### src/rtl/aurora_pkg.sv
// Aurora 8B/10B TX ordered-set definitions: set encodings, symbol constants and set contents.
package aurora_pkg;

    localparam int unsigned SYM_W      = 9;
    localparam int unsigned OS_MAX_LEN = 4;

    typedef enum logic [3:0] {
        OS_I   = 4'd0,
        OS_SP  = 4'd1,
        OS_SPA = 4'd2,
        OS_VER = 4'd3,
        OS_SCP = 4'd4,
        OS_ECP = 4'd5,
        OS_P   = 4'd6,
        OS_SUF = 4'd7,
        OS_K   = 4'd8,
        OS_R   = 4'd9,
        OS_A   = 4'd10,
        OS_CC  = 4'd11,
        OS_SNF = 4'd12
    } ordered_sets_e;

    typedef struct packed {
        logic       k;
        logic [7:0] data;
    } sym_t;

    typedef sym_t [OS_MAX_LEN-1:0] os_syms_t;

    localparam logic [7:0] SYM_K28_5 = 8'hBC;
    localparam logic [7:0] SYM_K28_0 = 8'h1C;
    localparam logic [7:0] SYM_K28_3 = 8'h7C;
    localparam logic [7:0] SYM_K28_2 = 8'h5C;
    localparam logic [7:0] SYM_K28_4 = 8'h9C;
    localparam logic [7:0] SYM_K28_6 = 8'hDC;
    localparam logic [7:0] SYM_K27_7 = 8'hFB;
    localparam logic [7:0] SYM_K29_7 = 8'hFD;
    localparam logic [7:0] SYM_K30_7 = 8'hFE;
    localparam logic [7:0] SYM_K23_7 = 8'hF7;
    localparam logic [7:0] SYM_D10_2 = 8'h4A;
    localparam logic [7:0] SYM_D12_1 = 8'h2C;
    localparam logic [7:0] SYM_D8_7  = 8'hE8;

    function automatic sym_t kc(input logic [7:0] d);
        return '{k: 1'b1, data: d};
    endfunction

    function automatic sym_t dc(input logic [7:0] d);
        return '{k: 1'b0, data: d};
    endfunction

    // Number of symbols in a set; undefined encodings count as an idle request.
    function automatic logic [2:0] os_length(input ordered_sets_e t);
        case (t)
            OS_SP, OS_SPA, OS_VER:                      return 3'd4;
            OS_SCP, OS_ECP, OS_CC:                      return 3'd2;
            OS_P, OS_SUF, OS_K, OS_R, OS_A, OS_SNF:     return 3'd1;
            default:                                    return 3'd0;
        endcase
    endfunction

    // Set contents, slot 0 first.
    function automatic os_syms_t os_symbols(input ordered_sets_e t);
        os_syms_t s;
        s = '0;
        case (t)
            OS_SP:  begin
                s[0] = kc(SYM_K28_5); s[1] = dc(SYM_D10_2);
                s[2] = dc(SYM_D10_2); s[3] = dc(SYM_D10_2);
            end
            OS_SPA: begin
                s[0] = kc(SYM_K28_5); s[1] = dc(SYM_D12_1);
                s[2] = dc(SYM_D12_1); s[3] = dc(SYM_D12_1);
            end
            OS_VER: begin
                s[0] = kc(SYM_K28_5); s[1] = dc(SYM_D8_7);
                s[2] = dc(SYM_D8_7);  s[3] = dc(SYM_D8_7);
            end
            OS_SCP: begin s[0] = kc(SYM_K28_2); s[1] = kc(SYM_K27_7); end
            OS_ECP: begin s[0] = kc(SYM_K29_7); s[1] = kc(SYM_K30_7); end
            OS_CC:  begin s[0] = kc(SYM_K23_7); s[1] = kc(SYM_K23_7); end
            OS_P, OS_SUF: s[0] = kc(SYM_K28_4);
            OS_K:   s[0] = kc(SYM_K28_5);
            OS_R:   s[0] = kc(SYM_K28_0);
            OS_A:   s[0] = kc(SYM_K28_3);
            OS_SNF: s[0] = kc(SYM_K28_6);
            default: s = '0;
        endcase
        return s;
    endfunction

endpackage

### src/rtl/aurora_idle_gen.sv
// Pseudo-random Aurora idle symbols (/K/, /R/, /A/) driven by a 7-bit LFSR and an /A/ spacing counter.
module aurora_idle_gen
    import aurora_pkg::*;
#(
    parameter int unsigned SYMS      = 2,
    parameter logic [6:0]  LFSR_SEED = 7'h5A,
    parameter int unsigned A_MIN     = 16
) (
    input  logic             clk,
    input  logic             rst_n,
    input  logic [SYMS-1:0]  idle_mask_i,
    output sym_t [SYMS-1:0]  idle_sym_c_o
);

    localparam int unsigned ACW = $clog2(A_MIN + 16);

    logic [6:0]     lfsr_q, lfsr_d;
    logic [ACW-1:0] a_cnt_q, a_cnt_d;
    logic           send_a;

    always_comb begin
        send_a  = (&idle_mask_i) && (a_cnt_q == '0);
        lfsr_d  = {lfsr_q[5:0], lfsr_q[6] ^ lfsr_q[5]};
        a_cnt_d = a_cnt_q;
        if (send_a) begin
            a_cnt_d = ACW'(A_MIN) + ACW'(lfsr_q[3:0]);
        end else if (a_cnt_q != '0) begin
            a_cnt_d = a_cnt_q - ACW'(1);
        end
        for (int s = 0; s < int'(SYMS); s++) begin
            idle_sym_c_o[s] = lfsr_q[s] ? kc(SYM_K28_5) : kc(SYM_K28_0);
        end
        // /A/ only ever replaces slot 0 of a fully idle cycle.
        if (send_a) begin
            idle_sym_c_o[0] = kc(SYM_K28_3);
        end
    end

    always_ff @(posedge clk) begin
        if (!rst_n) begin
            lfsr_q  <= LFSR_SEED;
            a_cnt_q <= ACW'(A_MIN);
        end else begin
            lfsr_q  <= lfsr_d;
            a_cnt_q <= a_cnt_d;
        end
    end

endmodule

### src/rtl/ordered_sets_sequencer.sv
// Aurora TX ordered-set sequencer: splits accepted sets across SYMS-wide cycles and fills free slots with idles.
module ordered_sets_sequencer
    import aurora_pkg::*;
#(
    parameter int unsigned SYMS      = 2,
    parameter logic [6:0]  LFSR_SEED = 7'h5A,
    parameter int unsigned A_MIN     = 16
) (
    input  logic                clk,
    input  logic                rst_n,
    input  logic                os_valid,
    input  ordered_sets_e       os_type,
    output logic                os_ready,
    output logic [SYMS*8-1:0]   sym_data,
    output logic [SYMS-1:0]     sym_k,
    output logic                busy
);

    os_syms_t        buf_q, buf_d, src;
    logic [2:0]      left_q, left_d, src_len, n_sym;
    logic            accept;
    logic            busy_q, busy_d;
    logic [SYMS-1:0] idle_mask;
    sym_t [SYMS-1:0] idle_sym, out_d, out_q;

    assign os_ready = rst_n && (left_q == '0);
    assign accept   = os_valid && os_ready;

    // Pick the symbol source for the next output cycle and advance the buffer.
    always_comb begin
        src     = buf_q;
        src_len = left_q;
        if (left_q == '0) begin
            src     = os_symbols(os_type);
            src_len = accept ? os_length(os_type) : 3'd0;
        end
        n_sym = (src_len > 3'(SYMS)) ? 3'(SYMS) : src_len;
        for (int s = 0; s < int'(SYMS); s++) begin
            idle_mask[s] = (3'(s) >= n_sym);
        end
        buf_d  = src >> (SYM_W * SYMS);
        left_d = src_len - n_sym;
        busy_d = (left_d != '0);
    end

    always_comb begin
        for (int s = 0; s < int'(SYMS); s++) begin
            out_d[s] = idle_mask[s] ? idle_sym[s] : src[s];
        end
    end

    aurora_idle_gen #(
        .SYMS      (SYMS),
        .LFSR_SEED (LFSR_SEED),
        .A_MIN     (A_MIN)
    ) u_idle_gen (
        .clk          (clk),
        .rst_n        (rst_n),
        .idle_mask_i  (idle_mask),
        .idle_sym_c_o (idle_sym)
    );

    always_ff @(posedge clk) begin
        if (!rst_n) begin
            buf_q  <= '0;
            left_q <= '0;
            out_q  <= '0;
            busy_q <= 1'b0;
        end else begin
            buf_q  <= buf_d;
            left_q <= left_d;
            out_q  <= out_d;
            busy_q <= busy_d;
        end
    end

    always_comb begin
        for (int s = 0; s < int'(SYMS); s++) begin
            sym_data[8*s +: 8] = out_q[s].data;
            sym_k[s]           = out_q[s].k;
        end
    end

    assign busy = busy_q;

endmodule

### config.mk
export PLATFORM = sky130hd
export DESIGN_NAME = ordered_sets_sequencer
export DESIGN_NICKNAME = d
export VERILOG_FILES = /design/src/rtl/aurora_pkg.sv /design/src/rtl/aurora_idle_gen.sv /design/src/rtl/ordered_sets_sequencer.sv
export SDC_FILE = /design/constraint.sdc
export NUM_CORES = 1
export LEC_CHECK = 0
export ABC_AREA = 1
export BUFFER_PORTS_ARGS = -buffer_cell sky130_fd_sc_hd__buf_2
export CAP_MARGIN = 25
export CORE_ASPECT_RATIO = 0.8
export CORE_MARGIN = 4
export CORE_UTILIZATION = 42
export DETAILED_ROUTE_END_ITERATION = 10
export MAX_ROUTING_LAYER = met4
export PLACE_DENSITY_LB_ADDON = 0.1
export SYNTH_ARGS = -nofsm -noshare
export SYNTH_HDL_FRONTEND = slang
export SYNTH_HIERARCHICAL = 1
export SYNTH_SLANG_ARGS = --single-unit
### constraint.sdc
create_clock -name clk -period 2.3 [get_ports clk]
set_clock_uncertainty 0.15 [all_clocks]
set_input_delay 0.345 -clock clk [delete_from_list [all_inputs] [get_ports clk]]
set_output_delay 0.345 -clock clk [all_outputs]
set_load 0.05 [all_outputs]
Yosys cells after proc, flatten, opt, wreduce, memory -nomap -nowiden. Memory sizes are Yosys's and may differ from the RTL's. Index checks and enable logic that the tools add are counted.

Output and inout port bits: 20. Bits of input ports: 7. Logic and storage cells: 61. Memories kept: 1. Bits in read-only memories: 48. Bits in registers: 70.

Order comparisons: 3. Add/subtract/negate cells: 3. Mux-type cells: 14. Reductions and logical operators: 11. Bitwise logic cells: 1. Equal/unequal tests: 12.

Memory list: (no name shown) (depth 16, width 3, read ports 1, clocked after Yosys merged registers in 0, wr ports 0, line aurora_pkg.sv:54) `case (t)`.

Operators with widths (count): 9-bit one-hot mux with 8 select lines (1); 9-bit one-hot mux with 6 select lines (1); 17-bit one-hot mux with 3 select lines (1); 36-bit 2-to-1 mux (1); 9-bit 2-to-1 mux (3); 4-bit equality test (second input constant) (5); 4-bit by 3-bit equality test with 1-bit output (second input constant) (4); 8-bit 2-to-1 mux (2); 5-bit 2-to-1 mux (2); 3-bit 2-to-1 mux (3); 4-bit by 2-bit equality test with 1-bit output (second input constant) (2); 1-bit by 3-bit greater-or-equal comparator with 1-bit output (first input constant) (2); 5-bit by 4-bit adder with 5-bit output (first input constant) (1); 5-bit zero test (1); 5-bit nonzero test (1); 5-bit by 1-bit subtractor with 5-bit output (second input constant) (1); 4-bit by 1-bit equality test with 1-bit output (second input constant) (1); 4-bit OR reduction (1); 3-bit by 2-bit > comparator with 1-bit output (second input constant) (1); 1-bit logical AND (3); 3-bit zero test (1); 3-bit nonzero test (1); 3-bit subtractor (1); 2-bit AND reduction (1); 3 further kinds (3).

Longest topological paths before layout. Gate-level depths: netlist of run 1.

Depth in word-level cells: 12. Gate-level depth with buffers: 16. Gate-level depth less buffers: 15.

Cells and area by module. Netlist of run 1, hierarchy kept.

By module, submodules not included: ordered_sets_sequencer (cells each 203, sequential area each 560.5 µm², area an instance 1420.1 µm², times used 1); aurora_idle_gen (cells each 88, sequential area each 240.2 µm², area an instance 659.4 µm², times used 1).

Worst setup path after synthesis of run 1. Ideal clock, no wire load.

Path kind: register -> register. Start point: register left_q[1]. End point: register out_q (netlist bit sym_data[6]). Stages on the path, launching flop included: 16. Data required time: 2037 ps. Path slack: 289 ps. Library setup time: 113 ps. Clock period less this slack: 2011 ps. Path buffers: 2. Arrival time: 1748 ps. Path through: dfxtp_1 nor2_2 nand3_2 nor2_4 nand2_4 nand2_4 nor2_8 buf_6 nand2_1 inv_2 nand2_4 clkinv_2 buf_4 nand3b_1 nand2_1 nor2_1.

RTL lines: from (decl) (line ordered_sets_sequencer.sv:20) `logic [2:0] left_q, left_d, src_len, n_sym;`; from (signal assigned) (line ordered_sets_sequencer.sv:71) `left_q <= left_d;`; to (signal assigned) (line ordered_sets_sequencer.sv:72) `out_q <= out_d;`; to (decl) (line ordered_sets_sequencer.sv:24) `sym_t [SYMS-1:0] idle_sym, out_d, out_q;`.

==> metrics.txt, run 1 <==
cts-stage hold buffer count=0; Diodes inserted=0; Clk pin slew, worst setup/hold paths=0.07 ns; RSZ-0062 raised after global routing=false; largest net degree at the start of global routing=31; Port Buffers=26; fillcell total=494; routed vias/inst=4.51; # Max-Cap Violations=0; antenna violations before repair=0; top post-synthesis cells by area=dfxtp_1 (39%), nand2_1 (13%), nor2_1 (7.6%); post-synthesis mux area share=0; Synth async-reset ratio=0; status=complete, no violations; grt total ovfl=0; area of the core=4680 um^2; count leader, synth=nand2_1; crit-path max FO=6; adder-cell share of the synthesized area=0.00602; startpoint types=flip-flop; DRC=0; Num CTS Buffers=5; ys flop type=dfxtp_1; area share of the largest cell type after synthesis=0.385; P_leak=1.23 nW; Root Buffer=clkbuf_8; Clock Path Buffers=2; setup violators final=0; drt wl/cell=11.0 um; Layout area overhead=9.93%; First DRT Iteration DRCs=115; Synth cell types=31; Post-synth EDFFs=0; Final GP Congestion=0.998; H-tree levels=2; r2r setup slk=0.26 ns; CTS tree=done; Mapped Area=2080 um^2; share of post-route cells with drive strength above 1=0.236; total track usage=0.152; Synth Area in Simple Gates=0.392; WL final=4180 um; PostCTS Resize Cnt=0; worst vdd ir=334 uV; post-synthesis xor/xnor area fraction=0.00842; Min-Delay Path Class=input pin to flip-flop; fmax=489 MHz; worst reg2reg endpoint=sym_data[7]$_SDFF_PN0_; I/O pin total=27; first-pass GRT wire length=7180 um; Pwr Density=797 nW/um^2; Crit path required time=2.38 ns; Hold Vio Cnt, Final=0; minimum clock period=2.04 ns; arrival time worst endpoint=2.12 ns; Worst Setup End Kind=flip-flop; Worst Path Class, Setup=flip-flop to flip-flop; Worst Reg-to-Reg Cells=14; Cells after Synth=291; Nets=325; via count=1703; most frequent cells after synthesis=nand2_1 (74), nor2_1 (42), dfxtp_1 (40), inv_1 (23); num rows=22; vias in the first global route=1574; Fin Setup TNS=0 ns; worst setup path endpoint=sym_data[7]$_SDFF_PN0_; Pwr Total=0.00182 W; Final Hold Slack=0.180 ns; Setup crit start=left_q[1]$_SDFF_PN0_; Die Y=70.9 um; Crit Reg-Reg Startpoint=left_q[1]$_SDFF_PN0_; Slew Viols, Final=0; syn_area_per_cell=7.15 um^2; clk sinks=40; Detail Route Antenna Nets=0; period utilization=0.889; post-synth top area cell=dfxtp_1; synthesis warning total=6; Yosys reg bits=40; post-synthesis sequential area ratio=0.385; combinational family with the most area after synthesis=simple AND/OR/NAND/NOR gates; Worst-Skew Late Latency=0.28 ns; number of post-CTS setup repair buffers=0; Die Wd=86.7 um; die area=6150 um^2; compound-gate portion of the synthesized area=0.0662; initial core utilization=0.444; DP Wirelength=3270 um; First-pass DRT Iterations=4
[cell usage in the layout (no fill, tap or decap), types with 2 or more instances in the layout]
master,count
nand2_1,74
nor2_1,42
dfxtp_1,40
buf_2,26
inv_1,23
nand3_1,16
conb_1,13
nand2_2,9
inv_2,8
o21ai_0,8
nand3b_1,7
a21oi_1,6
clkbuf_8,6
nor2_2,5
nand2_4,5
buf_4,4
nand4_1,3
nor2_4,3
o21ai_1,3
nand3_2,2
a21oi_2,2
nor3_1,2
clkbuf_1,2
xor2_1,2
[state kept, by name (all words and copies together) (netlist names)]
signal and cells:
sym_data 16, u_idle_gen/a_cnt_q 5, left_q 3, u_idle_gen/lfsr_q 7, busy 1, sym_k 2
buf_q 6
[metal layers]
metal	vias to the layer above	share of wire	global-route usage
met2	30	0.40	0.206
met4	0	0.0093	0.0363
li1	921	-	-
met1	746	0.53	0.221
met5	-	0	-
met3	6	0.060	0.0431
[metrics by stage]
step	cells	cell area, um^2	utilization	worst slack, ns
4_1_cts	378	2290	0.489	0.244
6_report	378	2290	0.489	0.255
3_3_place_gp	370	2200	0.469	0.197
2_1_floorplan	302	2120	-	0.289
3_5_place_dp	370	2200	0.469	0.126
5_1_grt	378	2290	0.489	0.0483
[kinds of logic after synthesis]
group           Yosys count
simple gates            169
buf+inv                  55
other cells               2
compound gates           22
flops                    40
xor+xnor                  2
fa+ha+maj                 1
[power by group]
part / internal [W] / total (W) / switching (W)
Combinational: 0.000171 / 0.000546 / 0.000375
Clock: 0.000244 / 0.000468 / 0.000223
Sequential: 0.000768 / 0.000809 / 0.0000401
Total: 0.00118 / 0.00182 / 0.000638
[worst max-delay path, stage by stage (launching register included)]
cell and delay (ns):
dfxtp_1 0.34, nor2_2 0.17, nand3_2 0.17, nor2_4 0.19, a21oi_2 0.09, nand2_2 0.14
nor2_4 0.04, nand2_1 0.13, inv_2 0.09, nand2_4 0.09, clkinv_2 0.07, nor2_1 0.08
nand3b_1 0.10, nand2_1 0.05, nor2_1 0.08
[final cells by class]
type                    instances  area [um^2]  share of cell area
clock buffers                   8         90.1              0.0394
inverters                      33          129              0.0564
multi-input cells             207         1030               0.451
flip-flops and latches         40          801               0.350
well taps                      60         75.1              0.0328
repair buffers                 30          160              0.0701
[how the worst min path moves through the flow]
stage | startpoint | end | slack [ns] | cells past startpoint
after floorplan | u_idle_gen/lfsr_q[4]$_SDFF_PN1_ | u_idle_gen/lfsr_q[5]$_SDFF_PN0_ | 0.24 | 2
after global placement | u_idle_gen/lfsr_q[4]$_SDFF_PN1_ | u_idle_gen/lfsr_q[5]$_SDFF_PN0_ | 0.24 | 2
after detailed placement | u_idle_gen/lfsr_q[4]$_SDFF_PN1_ | u_idle_gen/lfsr_q[5]$_SDFF_PN0_ | 0.25 | 2
after CTS | os_type[1] | buf_q[1]$_SDFF_PP0_ | 0.17 | 2
after global routing | os_type[1] | buf_q[1]$_SDFF_PP0_ | 0.18 | 2
final | os_type[1] | buf_q[1]$_SDFF_PP0_ | 0.18 | 2
Note: power is estimated with default switching activity, not from simulation.
==> run 2: changes to the inputs <==
--- a/config.mk
+++ b/config.mk
@@ -7,10 +7,11 @@
 export LEC_CHECK = 0
 export ABC_AREA = 1
 export BUFFER_PORTS_ARGS = -buffer_cell sky130_fd_sc_hd__buf_2
-export CAP_MARGIN = 25
+export CAP_MARGIN = 20
 export CORE_ASPECT_RATIO = 0.8
 export CORE_MARGIN = 4
 export CORE_UTILIZATION = 42
+export CTS_BUF_LIST = sky130_fd_sc_hd__clkbuf_4 sky130_fd_sc_hd__clkbuf_8
 export DETAILED_ROUTE_END_ITERATION = 10
 export MAX_ROUTING_LAYER = met4
 export PLACE_DENSITY_LB_ADDON = 0.1
==> run 2 against run 1 <==
Die area did not move. Critical path type unchanged. Via count fell by 0.23%. Combinational power barely moved. Utilization rose by 0.16 points. Sequential share of layout area fell by 0.11 points. First-iteration DRC count fell by 7.0%. Highest routed layer unchanged.
==> metrics.txt, run 2 (synthesis results as in run 1) <==
status=complete, no violations; drt wl/cell=11.1 um; largest net degree at the start of global routing=31; number of post-CTS setup repair buffers=0; Crit path required time=2.38 ns; antenna violations before repair=0; grt total ovfl=0; total track usage=0.152; startpoint types=flip-flop; Num CTS Buffers=5; Setup Slack @ Placement=0.126 ns; Worst Setup End Kind=flip-flop; critical path's largest stage delay=0.35 ns; Root Buffer=clkbuf_8; num rows=22; die area=6150 um^2; Fin Setup TNS=0 ns; Hold Vio Cnt, Final=0; post-route setup slack=0.254 ns; I/O pin total=27; slowest CP cell=dfxtp_1; commonest non-fill, non-tap cells in the layout=nand2_1 (74), nor2_1 (42), dfxtp_1 (40); PostCTS Resize Cnt=0; Post-Place Cells=370; P_leak=1.24 nW; period utilization=0.890; worst vdd ir=341 uV; CTS tree=done; first-pass GRT wire length=7180 um; routed vias/inst=4.49; H-tree levels=2; First-pass DRT Iterations=4; cts-stage hold buffer count=0; Worst-Skew Late Latency=0.29 ns; Final GP Congestion=0.998; clk sinks=40; # Max-Cap Violations=0; commonest non-fill, non-tap cell in the layout=nand2_1; Port Buffers=26; Worst Path Class, Setup=flip-flop to flip-flop; First DRT Iteration DRCs=107; minimum clock period=2.05 ns; share of post-route cells with drive strength above 1=0.242; Pwr Density=807 nW/um^2; Die Wd=86.7 um; Slew Viols, Final=0; Clk pin slew, worst setup/hold paths=0.07 ns; via count=1699; WL final=4180 um; CP top delay family=simple AND/OR/NAND/NOR gates; initial core utilization=0.444; max reg flops=16; Die Y=70.9 um; RSZ-0062 raised after global routing=false; Min-Delay Path Class=input pin to flip-flop; setup violators final=0; fmax=489 MHz; Clock Path Buffers=2; arrival time worst endpoint=2.12 ns; crit-path max FO=6; vias in the first global route=1574; Finished Layout Cells=378; DRC=0; CP Cell Sequence=nor2_2, nand3_2, nor2_4, a21oi_2, nand2_2, nor2_4, nand2_1, inv_2, nand2_4, clkinv_2, nor2_1, nand3b_1, nand2_1, nor2_1; post-layout util=0.490; Layout area overhead=10.3%; Buf/Inv on CP=2; area of the core=4680 um^2; Nets=325; Diodes inserted=0; Detail Route Antenna Nets=0; DP Wirelength=3270 um
==> run 2: power by group <==
part | internal, W | switching [W]
sequential | 0.000768 | 0.0000404
combinational | 0.000171 | 0.000375
clock | 0.000268 | 0.000229
==> run 2: final cells by class <==
type,count,area (um^2)
Timing Repair Buffer,30,160
Clock buffer,8,97.6
Fill cell,493,2390
Inverter,33,129
Tap cell,60,75.1
Multi-Input combinational cell,207,1030
Sequential cell,40,801
==> run 2: metrics by stage <==
| stage | cell area, um^2 | hold slack (ns) | power [W] |
|---|---|---|---|
| 6_report | 2290 | 0.176 | 0.00185 |
| 5_1_grt | 2290 | 0.181 | 0.00196 |
| 4_1_cts | 2290 | 0.167 | 0.00187 |
| 3_5_place_dp | 2200 | 0.249 | 0.00137 |
| 3_3_place_gp | 2200 | 0.244 | 0.00138 |
| 2_1_floorplan | 2120 | 0.240 | 0.00129 |
==> run 2: path summary, 6_finish.rpt <==
path	endpoint	slack (ns)	cells past startpoint	start
max reg2reg	sym_data[7]$_SDFF_PN0_	0.25	14	left_q[1]$_SDFF_PN0_
max	sym_data[7]$_SDFF_PN0_	0.25	14	left_q[1]$_SDFF_PN0_
min	buf_q[1]$_SDFF_PP0_	0.18	2	os_type[1]
min reg2reg	u_idle_gen/lfsr_q[5]$_SDFF_PN0_	0.27	2	u_idle_gen/lfsr_q[4]$_SDFF_PN1_
==> run 2: layer usage <==
metal / vias to the layer above / track usage / part of all wire
met1: 739 / 0.221 / 0.53
met4: 0 / 0.0363 / 0.0093
met3: 6 / 0.0431 / 0.064
met2: 33 / 0.205 / 0.40
li1: 921 / - / -
met5: - / - / 0
